**config.mk**
```make
export PLATFORM = sky130hd
export DESIGN_NAME = shift_seq_ctrl_flat
export DESIGN_NICKNAME = d
export VERILOG_FILES = /design/src/rtl/shift_seq_ctrl_if.sv /design/src/rtl/shift_seq_ctrl.sv /design/src/flat_wrapper.sv
export SDC_FILE = /design/constraint.sdc
export NUM_CORES = 1
export LEC_CHECK = 0
export CORE_UTILIZATION = 30
export DETAILED_ROUTE_END_ITERATION = 8
export HOLD_SLACK_MARGIN = 0.1
export PLACE_DENSITY = 0.57
export SETUP_SLACK_MARGIN = 0.05
export SLEW_MARGIN = 20
export SYNTH_ARGS = -nofsm -noshare
export SYNTH_HDL_FRONTEND = slang
export SYNTH_SLANG_ARGS = --single-unit
```
**constraint.sdc**
```tcl
create_clock -name clk -period 4.8 [get_ports clk]
set_clock_uncertainty 0.15 [all_clocks]
set_input_delay 0.96 -clock clk [delete_from_list [all_inputs] [get_ports clk]]
set_output_delay 0.96 -clock clk [all_outputs]
set_load 0.01 [all_outputs]
```
**src/rtl/shift_seq_ctrl_if.sv**
```systemverilog
// Command channel of the shift-register sequencer: one valid/ready handshake
// per load or clear command.
interface shift_seq_ctrl_if #(
    parameter int WIDTH = 4,
    parameter int CNT_W = 3
);
    logic             cmd_valid;
    logic             cmd_ready;
    logic             cmd_clr;
    logic             cmd_dir;
    logic [CNT_W-1:0] cmd_len;
    logic [WIDTH-1:0] cmd_data;

    modport master (
        output cmd_valid, cmd_clr, cmd_dir, cmd_len, cmd_data,
        input  cmd_ready
    );

    modport slave (
        input  cmd_valid, cmd_clr, cmd_dir, cmd_len, cmd_data,
        output cmd_ready
    );
endinterface

```
**src/rtl/shift_seq_ctrl.sv**
```systemverilog
// Sequencer that serially loads or clears the bidirectional shift register
// by driving its d/en/dir/rstn pins, one command per handshake.
module shift_seq_ctrl #(
    parameter int WIDTH = 4,
    parameter int CNT_W = 3
) (
    input  logic                  clk,
    input  logic                  rstn,
    shift_seq_ctrl_if.slave       cmd,
    input  logic                  stall,
    output logic                  sr_d,
    output logic                  sr_en,
    output logic                  sr_dir,
    output logic                  sr_rstn,
    output logic                  busy,
    output logic                  done,
    output logic                  err
);

    localparam logic [1:0] S_IDLE  = 2'd0;
    localparam logic [1:0] S_SHIFT = 2'd1;
    localparam logic [1:0] S_CLEAR = 2'd2;
    localparam logic [1:0] S_DONE  = 2'd3;

    localparam logic [CNT_W-1:0] LEN_FULL = CNT_W'(WIDTH);

    typedef struct packed {
        logic             dir;
        logic [CNT_W-1:0] len;
        logic [WIDTH-1:0] data;
    } cmd_t;

    logic [1:0]       state;
    cmd_t             cq;
    logic [CNT_W-1:0] cnt;
    logic [CNT_W-1:0] eff_len;
    logic [CNT_W-1:0] bit_idx;
    logic [WIDTH-1:0] data_sh;
    logic             accept;
    logic             len_bad;
    logic             last_shift;

    // A zero length field stands for a full-width load.
    assign eff_len    = (cmd.cmd_len == '0) ? LEN_FULL : cmd.cmd_len;
    assign len_bad    = eff_len > LEN_FULL;
    assign accept     = cmd.cmd_valid && cmd.cmd_ready;
    assign last_shift = sr_en && (cnt == cq.len - CNT_W'(1));

    always_ff @(posedge clk) begin
        if (!rstn) begin
            state <= S_IDLE;
            cnt   <= '0;
            cq    <= '0;
            err   <= 1'b0;
        end else begin
            err <= 1'b0;
            case (state)
                S_IDLE: begin
                    if (accept) begin
                        if (cmd.cmd_clr) begin
                            state <= S_CLEAR;
                        end else if (len_bad) begin
                            err <= 1'b1;
                        end else begin
                            cq    <= '{dir: cmd.cmd_dir, len: eff_len, data: cmd.cmd_data};
                            cnt   <= '0;
                            state <= S_SHIFT;
                        end
                    end
                end
                S_SHIFT: begin
                    if (sr_en) cnt <= cnt + CNT_W'(1);
                    if (last_shift) state <= S_DONE;
                end
                S_CLEAR: state <= S_DONE;
                S_DONE:  state <= S_IDLE;
                default: state <= S_IDLE;
            endcase
        end
    end

    // Left loads send the MSB of the field first so it lands at bit len-1;
    // right loads send the lowest bit of the top field first so it lands at
    // bit WIDTH-len.
    always_comb begin
        if (cq.dir) bit_idx = LEN_FULL - cq.len + cnt;
        else        bit_idx = cq.len - CNT_W'(1) - cnt;
        data_sh = cq.data >> bit_idx;
    end

    assign sr_en         = (state == S_SHIFT) && !stall;
    assign sr_d          = (state == S_SHIFT) && data_sh[0];
    assign sr_dir        = cq.dir;
    assign sr_rstn       = (state != S_CLEAR);
    assign busy          = (state != S_IDLE);
    assign done          = (state == S_DONE);
    assign cmd.cmd_ready = (state == S_IDLE);

endmodule

```
**src/flat_wrapper.sv**
```systemverilog
// flat-port wrapper written by rule: the top's interface ports become plain ports
module shift_seq_ctrl_flat 
#(
    parameter int WIDTH = 4,
    parameter int CNT_W = 3
)
  (clk, rstn, stall, sr_d, sr_en, sr_dir, sr_rstn, busy, done, err, cmd_cmd_valid, cmd_cmd_clr, cmd_cmd_dir, cmd_cmd_len, cmd_cmd_data, cmd_cmd_ready);
  shift_seq_ctrl_if #(.WIDTH(WIDTH), .CNT_W(CNT_W)) cmd_i ();
  input  logic clk;
  input  logic rstn;
  input  logic stall;
  output logic sr_d;
  output logic sr_en;
  output logic sr_dir;
  output logic sr_rstn;
  output logic busy;
  output logic done;
  output logic err;
  input wire logic [$bits(cmd_i.cmd_valid)-1:0] cmd_cmd_valid;
  input wire logic [$bits(cmd_i.cmd_clr)-1:0] cmd_cmd_clr;
  input wire logic [$bits(cmd_i.cmd_dir)-1:0] cmd_cmd_dir;
  input wire logic [$bits(cmd_i.cmd_len)-1:0] cmd_cmd_len;
  input wire logic [$bits(cmd_i.cmd_data)-1:0] cmd_cmd_data;
  output wire logic [$bits(cmd_i.cmd_ready)-1:0] cmd_cmd_ready;
  assign cmd_i.cmd_valid = cmd_cmd_valid;
  assign cmd_i.cmd_clr = cmd_cmd_clr;
  assign cmd_i.cmd_dir = cmd_cmd_dir;
  assign cmd_i.cmd_len = cmd_cmd_len;
  assign cmd_i.cmd_data = cmd_cmd_data;
  assign cmd_cmd_ready = cmd_i.cmd_ready;
  shift_seq_ctrl #(.WIDTH(WIDTH), .CNT_W(CNT_W)) u_core (.clk(clk), .rstn(rstn), .cmd(cmd_i), .stall(stall), .sr_d(sr_d), .sr_en(sr_en), .sr_dir(sr_dir), .sr_rstn(sr_rstn), .busy(busy), .done(done), .err(err));
endmodule
```
; Word level (Yosys, flattened, before mapping)
; Cells that the tools add are included.
[totals]
input_bits = 13
regBits = 14
elab_cells = 55
out_inout_bits = 8
[classes]
magnitude_cmp = 1
n_eq_ne = 11
n_reduce_logical = 13
addsub = 5
n_shift = 1
mux = 13
bitwise_logic = 5
[ops]
columns = operator, count
row1 = 2-to-1 mux 3 bit, 6
row2 = 2-to-1 mux 2 bit, 4
row3 = "inequality test 2 bit, second input constant", 4
row4 = one-hot mux 2 bit (4 select lines), 1
row5 = one-hot mux 3 bit (2 select lines), 1
row6 = inverter 1 bit, 5
row7 = AND reduction 5 bit, 1
row8 = "== test 2 bit, second input constant", 2
row9 = logical AND 1 bit, 4
row10 = "inequality test 2 x 1 -> 1 bit, second input constant", 2
row11 = AND reduction 4 bit, 1
row12 = nonzero test 2 bit, 2
row13 = OR reduction 4 bit, 1
row14 = >> shifter 4 x 3 -> 1 bit, 1
row15 = "adder 3 x 1 -> 3 bit, second input constant", 1
row16 = adder 3 bit, 1
row17 = == test 3 bit, 1
row18 = "> comparator 3 bit, second input constant", 1
row19 = logical NOT 3 bit, 1
row20 = "inequality test 3 bit, second input constant", 1
row21 = AND reduction 3 bit, 1
row22 = "subtractor 3 x 1 -> 3 bit, second input constant", 1
row23 = subtractor 3 bit, 1
row24 = "subtractor 3 bit, first input constant", 1
row25 = 4 further kinds, 4

; Logic depth before layout (Yosys ltp)
; Gate-level depths: netlist of the first run.
[logic_depth]
word_depth = 7
depth_mapped = 8
depth_no_buf = 8

; Worst setup path after synthesis of the first run
; Ideal clock, no wire load.
[synth_path]
path_type = register to output
start = register u_core.cq[4] (netlist name)
end = output sr_d
n_path_buf = 0
required_time_ps = 3690
arrival_time_ps = 1913
slack_ps = 1777
stages_incl_launch_ff = 7
path_cell_list = dfxtp_1 -> inv_1 -> ha_1 -> fa_1 -> a31oi_1 -> o22ai_1 -> nor4_1
[synth_via]
elab_chain_len = 5
elab_cells_between_ends = 7
classes_between = add/sub (4) / shift (1) / mux (1) / reduce/logical (1)
[synth_lines]
columns = item, line_no
row1 = "start, declared", shift_seq_ctrl.sv:34  ; cmd_t cq;
row2 = "start signal, assigned", shift_seq_ctrl.sv:65  ; cq <= '{dir: cmd.cmd_dir, len: eff_len, data: cmd.cmd_data};
row3 = subtractor 3 x 1 -> 3 bit or subtractor 3 bit (tied branches), "shift_seq_ctrl.sv:87, shift_seq_ctrl.sv:86"
row4 = subtractor 3 bit or adder 3 bit (tied branches), "shift_seq_ctrl.sv:87, shift_seq_ctrl.sv:86"
row5 = 2-to-1 mux 3 bit *, shift_seq_ctrl.sv:86  ; if (cq.dir) bit_idx = LEN_FULL - cq.len + cnt;
row6 = >> shifter 4 x 3 -> 1 bit *, shift_seq_ctrl.sv:88  ; data_sh = cq.data >> bit_idx;
row7 = logical AND 1 bit *, shift_seq_ctrl.sv:92  ; assign sr_d = (state == S_SHIFT) && data_sh[0];
row8 = "end, declared", flat_wrapper.sv:12  ; output logic sr_d;
; Mark *: on every way between the ends. The rest lies on a longest branch, timed or not.

; Final worst setup path of the first run
; Ends and elaborated chain as after synthesis.

==> results of run 1 <==
==> through the flow <==
step / instance area [um2] / power (mW) / hold WS [ns] / util, % / cells
final: 1240 / 0.488 / 0.321 / 40.6 / 184
after global routing: 1240 / 0.529 / 0.339 / 40.6 / 184
after CTS: 1240 / 0.491 / 0.319 / 40.6 / 184
after detailed placement: 1200 / 0.405 / 0.306 / 39.4 / 180
after global placement: 1200 / 0.400 / 0.297 / 39.4 / 180
after floorplan: 965 / 0.319 / 0.283 / - / 118
==> worst paths after layout <==
| path | startpoint | end | depth (start not counted) |
|---|---|---|---|
| worst max-delay path | u_core.cq[4] | sr_d | 7 |
| worst min-delay path | u_core.cq[2] | u_core.cq[2] | 2 |
| worst max register to register | u_core.state[1] | u_core.cnt[2] | 6 |
| worst min register to register | u_core.cq[2] | u_core.cq[2] | 2 |
==> per-layer routing <==
metal  up-vias  part of all wire [%]  global-route usage (%)
met2        10                    47                    22.0
met5         -                     0                       0
met3         2                   2.3                    4.62
li1        453                     -                       -
met1       419                    50                    18.2
met4         0                   1.1                    6.46
==> logic make-up (layout without fill, tap and decap cells) <==
logic type               after synthesis  in the layout  synth area share, %
XOR/XNOR                               5              5                 5.97
adder cells (fa/ha/maj)               12             12                 16.3
multiplexers                           3              3                 3.11
flip-flops                            14             14                 29.1
AO/OA/AOI/OAI                         28             28                 17.8
AND/OR/NAND/NOR                       40             40                 20.6
buffers and inverters                 16             38                 7.13
==> where the power goes <==
part           leakage (nW)  switching (mW)  total [mW]  internal [mW]
registers             0.114          0.0173       0.150          0.133
logic                 0.351           0.130       0.251          0.121
clock network        0.0210          0.0408      0.0869         0.0461
total                 0.486           0.188       0.488          0.300
==> layout make-up <==
class	instances	area [um2]	area share [%]
clock buffers	4	36.3	2.93
multi-input cells	88	616	49.6
flip-flops and latches	14	280	22.6
repair buffers	20	200	16.1
well taps	44	55.1	4.44
inverters	14	52.6	4.24
==> sequential cells by signal, indices dropped and copies added, names as in the netlist <==
| register | count |
|---|---|
| u_core.sr_dir | 1 |
| u_core.state | 2 |
| u_core.cnt | 3 |
| u_core.cq | 7 |
| u_core.err | 1 |
==> cell usage after synthesis (all sizes together) (2+ instances only) <==
cell / n
nor2: 3
nand3: 11
buf: 2
nand2: 14
ha: 11
inv: 13
o21ai: 6
nor3: 2
a21oi: 13
dfxtp: 14
mux2i: 3
xor2: 3
nand3b: 2
a22o: 2
==> layout by cell type (no fill, tap or decap), types with 2 or more instances in the layout <==
cell,instances
mux2i_1,3
o21ai_0,4
a22o_1,2
a21oi_1,13
dfxtp_1,14
nand2_1,14
ha_1,11
nand3_1,11
nor2_1,3
clkbuf_4,3
clkdlybuf4s50_1,20
xor2_1,3
inv_1,13
nand3b_1,2
nor3_1,2
==> worst max-delay path, delay by kind of cell (launching register included) <==
kind	cells	cell delay, ns
adders and majority gates	2	0.84
AOI/OAI and AO/OA	2	0.30
DFF	1	0.40
and+or+nand+nor	1	0.27
buffers and inverters	2	0.65
==> impl_metrics.ini, run 1 <==
[placement]
hpwl_um = 1650
pre_cts_slack_ns = 1.26
gp_congestion = 0.786
portBuffers = 20

[route]
firstDrtPassIters = 4
drtAntennaViolNets = 0
vias = 884
drt_wl_total_um = 2100
route.detailed.drc = 0
first_iter_violations = 24
wl_per_cell_um = 11.4
vias_per_cell = 4.80

[floorplanning]
core_region_area_um2 = 3050
start_util_pct = 31.6
die_w_um = 58.7
num_io_pins = 21
die_h_um = 58.7
dieArea_um2 = 3450
num_rows = 20

[critical_path]
endpoint_kind = output pin
crit_path_cell_trace = inv_1 > ha_1 > fa_1 > a31oi_1 > o22ai_1 > nor4_1 > clkdlybuf4s50_1
critPathSlowestCell = clkdlybuf4s50_1
critPathKind = flop to output pin
crit_path_max_incr_delay_ns = 0.58
crit_fanout = 4
worstPathRequired_ns = 3.69
crit_arrival_ns = 2.73
critPathLaunchType = flop
r2r_slack_ns = 2.68

[power]
cellPowerDensity_nw_per_um2 = 394
p_leak_nw = 0.486
ir_worst_vdd_mv = 0.136

[cts]
ctsResizeCount = 0
cts_root_buffer = clkbuf_4
clk_pin_slew_ns = 0.09
insertion_delay_ns = 0.28
cts_sinks = 14
postCtsSetupBuffers = 0
cts_max_level = 1
cts_made_buffers = 3
cts_tree = yes
cts_buffer_depth = 2
postCtsHoldBufs = 0

[hold_path]
worstHoldPathType = flop to flop

[timing]
period_minus_slack_ns = 3.84
slew_headroom_pct = 66.3
finalSetupViolations = 0
worst_slew_pin_slew_ns = 0.505
hold_viol_final = 0
setup_ws_ns = 0.961
timing.setup.tns_ns = 0
rsz0062_at_grt = no
drv_slew = 0
fin_crit_sh_pct = 80.0
max_freq_mhz = 260

[synth]
synth_nets = 143
async_flop_share_pct = 0
synth_edf_count = 0
yosysWarnings = 0
avgSynthCellArea_um2 = 8.18
syn_area_um2 = 965
synth_top_area_share_pct = 29.1
synth_seq_area_share_pct = 29.1
synth_area_leader_cell = dfxtp_1
synthFlopType = dfxtp_1
postSynthCellCount = 118
ys_seq_elements = 14
synth.area.top_cells = dfxtp_1 29%, ha_1 14%, a21oi_1 6.7%
synth_cell_type_count = 36

[flow_run]
max_cap_violations = 0

[global_route]
grt_use_total_pct = 14.3
grt_antenna_before_repair = 0
grt_max_degree = 13
grt_pass1_wl_um = 3650
grt_overflow = 0
grt_pass1_vias = 832

[cells_and_area]
diodes = 0
areaGrowthSynthToFinish_pct = 28.5
fillers = 336
drive_gt1_share_pct = 4.29
num-nets-final = 166

[status]
status = finished clean
(Power assumes the default switching activity.)
==> inputs of run 2 (changes only) <==
--- a/config.mk
+++ b/config.mk
@@ -8,7 +8,7 @@
 export CORE_UTILIZATION = 30
 export DETAILED_ROUTE_END_ITERATION = 8
 export HOLD_SLACK_MARGIN = 0.1
-export PLACE_DENSITY = 0.57
+export PLACE_DENSITY = 0.59
 export SETUP_SLACK_MARGIN = 0.05
 export SLEW_MARGIN = 20
 export SYNTH_ARGS = -nofsm -noshare
==> constraint.sdc (replaced) <==
create_clock -name clk -period 3.4 [get_ports clk]
set_clock_uncertainty 0.15 [all_clocks]
set_input_delay 0.68 -clock clk [delete_from_list [all_inputs] [get_ports clk]]
set_output_delay 0.68 -clock clk [all_outputs]
set_load 0.01 [all_outputs]
==> impl_metrics.ini, run 2 (same netlist as run 1, synthesis figures left out) <==
[cts]
postCtsHoldBufs = 0
cts_made_buffers = 3
insertion_delay_ns = 0.28
cts_buffer_depth = 2
clk_pin_slew_ns = 0.09
cts_tree = yes
cts_sinks = 14
cts_root_buffer = clkbuf_4
postCtsSetupBuffers = 0
cts_max_level = 1

[floorplanning]
dieArea_um2 = 3450
num_io_pins = 21
die_w_um = 58.7
start_util_pct = 31.6
num_rows = 20
core_region_area_um2 = 3050
die_h_um = 58.7

[cells_and_area]
diodes = 0
multi_input_comb_area_um2 = 616
ff_latch_area_um2 = 282
largest_reg_flops = 7
largestRegisters = u_core.cq: 7 flops, u_core.cnt: 3 flops, u_core.state: 2 flops
final_cell_mix = 19 x clkdlybuf4s50_1, 14 x nand2_1, 13 x inv_1, 13 x a21oi_1, 13 x dfxtp_1
num-nets-final = 166
final_util_pct = 40.6
areaGrowthSynthToFinish_pct = 28.5
regMostFlops = u_core.cq
drive_gt1_share_pct = 5.00
fillers = 352
final_common_cell = clkdlybuf4s50_1

[route]
vias = 888
firstDrtPassIters = 4
drt_wl_total_um = 2170
drtAntennaViolNets = 0
vias_per_cell = 4.83
wl_per_cell_um = 11.8
first_iter_violations = 45
route.detailed.drc = 0

[global_route]
grt_use_total_pct = 14.6
grt_pass1_vias = 831
grt_pass1_wl_um = 3730
grt_overflow = 0
grt_antenna_before_repair = 0
grt_max_degree = 13

[critical_path]
worst-path-stages = 8
crit_path_max_incr_delay_ns = 0.42
path_delay_family = adder cells
critPathLaunchType = flop
crit_path_cell_trace = inv_1 > ha_1 > fa_1 > xor2_1 > mux2i_1 > xnor2_1 > nor4_1 > dlygate4sd1_1
path_buf_inv = 2
critPathKind = flop to output pin
worstPathRequired_ns = 2.57
endpoint_kind = output pin
critPathSlowestCell = fa_1
reg2reg_depth = 6
crit_arrival_ns = 2.37
crit_fanout = 4

[timing]
fin_crit_sh_pct = 94.1
setup_ws_ns = 0.200
drv_slew = 0
finalSetupViolations = 0
slew_headroom_pct = 66.9
timing.setup.tns_ns = 0
period_minus_slack_ns = 3.20
worst_slew_pin_slew_ns = 0.497
rsz0062_at_grt = no
max_freq_mhz = 313
hold_viol_final = 0

[placement]
pre_cts_slack_ns = 0.182
hpwl_um = 1710
portBuffers = 20
gp_congestion = 0.751

[flow_run]
max_cap_violations = 0

[hold_path]
worstHoldPathType = flop to flop
holdPathStages = 2

[power]
p_leak_nw = 0.492
ir_worst_vdd_mv = 0.394
cellPowerDensity_nw_per_um2 = 560

[status]
status = finished clean
run 2: cell count changes in the layout (fill, tap and decap cells not counted), sizes merged:
cell	before	now
clkdlybuf4s50	20	19
dlygate4sd1	0	1
run 2: final timing paths:
check,start,end,slack [ns]
setup / recovery,u_core.cq[4],sr_d,0.20
hold / removal,u_core.cq[5],u_core.cq[5],0.32
setup reg to reg,u_core.state[0],u_core.cnt[2],1.29
hold reg to reg,u_core.cq[5],u_core.cq[5],0.32
run 2: routing by layer:
layer  track usage (%)  routed length [um]  up-vias
met3              2.20                  88        5
met5                 0                   0        -
met4              8.16                  53        0
met2              22.8                 980       22
met1              19.2                1050      403
li1                  -                   -      458
run 2: stage by stage:
step	area (um2)	hold WS [ns]	total power [mW]	cells
after floorplan	965	0.283	0.451	118
after global placement	1200	0.297	0.565	180
after detailed placement	1200	0.304	0.574	180
after CTS	1240	0.316	0.697	184
after global routing	1240	0.337	0.755	184
final	1240	0.319	0.694	184
run 2: worst reg2reg max path, cell delays in order (launching register included):
cell      delay [ns]
dfxtp_1         0.35
inv_1           0.10
ha_1            0.30
and3b_1         0.45
a21boi_2        0.14
or4_1           0.42
a21oi_1         0.15
run 2: area by class of cell:
type / instances / share of cell area [%]
clock buffers: 4 / 2.93
well taps: 44 / 4.44
repair buffers: 20 / 16.0
flip-flops and latches: 14 / 22.7
inverters: 14 / 4.24
multi-input cells: 88 / 49.6
run 2: repair_timing:
item / 4_1_cts / 5_1_grt
pin swaps: 0 / 1
gates resized for setup: 1 / 3
endpoints found under the setup margin: 1 / 1
run 2: power by group:
group / total [mW] / internal (mW) / switching, mW / leakage [nW]
Combinational: 0.359 / 0.171 / 0.188 / 0.357
Clock: 0.123 / 0.0652 / 0.0580 / 0.0210
Sequential: 0.212 / 0.188 / 0.0240 / 0.114
==> inputs of run 3 (changes only) <==
--- a/config.mk
+++ b/config.mk
@@ -8,7 +8,8 @@
 export CORE_UTILIZATION = 30
 export DETAILED_ROUTE_END_ITERATION = 8
 export HOLD_SLACK_MARGIN = 0.1
-export PLACE_DENSITY = 0.59
+export PLACE_DENSITY = 0.5
+export RECOVER_POWER = 50
 export SETUP_SLACK_MARGIN = 0.05
 export SLEW_MARGIN = 20
 export SYNTH_ARGS = -nofsm -noshare
==> impl_metrics.ini, run 3 (same netlist as run 1, synthesis figures left out) <==
[placement]
placed_cell_area_um2 = 1200
gp_congestion = 0.739
portBuffers = 20
pre_cts_slack_ns = 0.159
hpwl_um = 1690

[timing]
worst_slew_pin_slew_ns = 1.30
drv_slew = 0
rsz0062_at_grt = no
setup_ws_ns = 0.265
fin_crit_sh_pct = 92.2
slew_headroom_pct = 12.3
timing.setup.tns_ns = 0
period_minus_slack_ns = 3.13
max_freq_mhz = 319
hold_viol_final = 0
finalSetupViolations = 0

[global_route]
grt_max_degree = 13
grt_pass1_wl_um = 3610
grt_antenna_before_repair = 0
grt_use_total_pct = 13.8
grt_overflow = 0
grt_pass1_vias = 782

[route]
drtAntennaViolNets = 0
vias = 854
firstDrtPassIters = 4
wl_per_cell_um = 11.7
first_iter_violations = 15
route.detailed.drc = 0
vias_per_cell = 4.64
drt_wl_total_um = 2160

[floorplanning]
die_w_um = 58.7
die_h_um = 58.7
core_region_area_um2 = 3050
start_util_pct = 31.6
num_rows = 20
dieArea_um2 = 3450
num_io_pins = 21

[cts]
cts_root_buffer = clkbuf_4
insertion_delay_ns = 0.28
postCtsHoldBufs = 0
cts_buffer_depth = 2
clk_pin_slew_ns = 0.10
postCtsSetupBuffers = 0
cts_made_buffers = 3
cts_sinks = 14
cts_tree = yes
cts_max_level = 1

[critical_path]
critPathKind = flop to output pin
endpoint_kind = output pin
critPathLaunchType = flop
crit_fanout = 4
crit_arrival_ns = 2.30
worstPathRequired_ns = 2.57

[power]
cellPowerDensity_nw_per_um2 = 560
p_leak_nw = 0.493
ir_worst_vdd_mv = 0.418
total_power_uw = 690

[cells_and_area]
final_util_pct = 40.3
final_common_cell = clkdlybuf4s50_1
final_cell_mix = 16 x clkdlybuf4s50_1, 14 x nand2_1, 14 x dfxtp_1
fillers = 344
largest_reg_flops = 7
diodes = 0
num-nets-final = 166
fin_area_um2 = 1230
regMostFlops = u_core.cq
areaGrowthSynthToFinish_pct = 27.6
drive_gt1_share_pct = 4.29
largestRegisters = u_core.cq: 7 flops, u_core.cnt: 3 flops, u_core.state: 2 flops

[flow_run]
max_cap_violations = 0

[hold_path]
worstHoldPathType = flop to flop

[status]
status = finished clean
run 3: cell types whose count changed in the layout (fill, tap and decap cells not counted), sizes merged:
cell	before	now
clkbuf	4	5
clkdlybuf4s50	19	16
dlygate4sd1	1	0
dlygate4sd3	0	3
run 3: cell type report:
cell class | instances | area [um2] | area share [%]
Timing Repair Buffer | 20 | 195 | 15.9
Tap cell | 44 | 55.1 | 4.47
Inverter | 14 | 52.6 | 4.27
Clock buffer | 4 | 36.3 | 2.95
Sequential cell | 14 | 280 | 22.8
Multi-Input combinational cell | 88 | 612 | 49.7
run 3: worst paths after layout:
path / end / startpoint / depth (start not counted) / slack (ns)
setup / recovery: sr_d / u_core.cq[4] / 7 / 0.27
hold / removal: u_core.cq[5] / u_core.cq[5] / 2 / 0.31
setup reg to reg: u_core.cnt[1] / u_core.state[0] / 6 / 1.22
hold reg to reg: u_core.cq[5] / u_core.cq[5] / 2 / 0.31
run 3: worst max-delay path: stages (launching register included):
cell and delay [ns]:
dfxtp_1 0.38, inv_1 0.06, ha_1 0.32, fa_1 0.51, a31oi_1 0.20, o22ai_1 0.10
nor4_1 0.27, clkbuf_2 0.18
run 3: per-stage QoR:
| step | cells | hold slack, ns |
|---|---|---|
| global route | 184 | 0.342 |
| CTS | 184 | 0.316 |
| finish | 184 | 0.314 |
| detailed placement | 180 | 0.302 |
| global placement | 180 | 0.295 |
| floorplan | 118 | 0.283 |
run 3: metal layers:
metal | track usage, % | wire length (um) | up-vias
met5 | 0 | 0 | -
met4 | 4.08 | 17 | 0
met3 | 3.30 | 60 | 2
met2 | 21.8 | 995 | 15
met1 | 18.7 | 1080 | 379
li1 | - | - | 458
run 3: timing repair:
item / in CTS / in global routing
gates cloned: 0 / 0
pin swaps: 0 / 1
gates resized for setup: 1 / 3
setup endpoints to repair: 1 / 1
run 3: power breakdown:
| part | leakage [nW] | switching [mW] | internal, mW |
|---|---|---|---|
| Combinational | 0.358 | 0.184 | 0.169 |
| Clock | 0.0210 | 0.0594 | 0.0651 |
| Sequential | 0.114 | 0.0237 | 0.188 |
| Total | 0.493 | 0.267 | 0.422 |
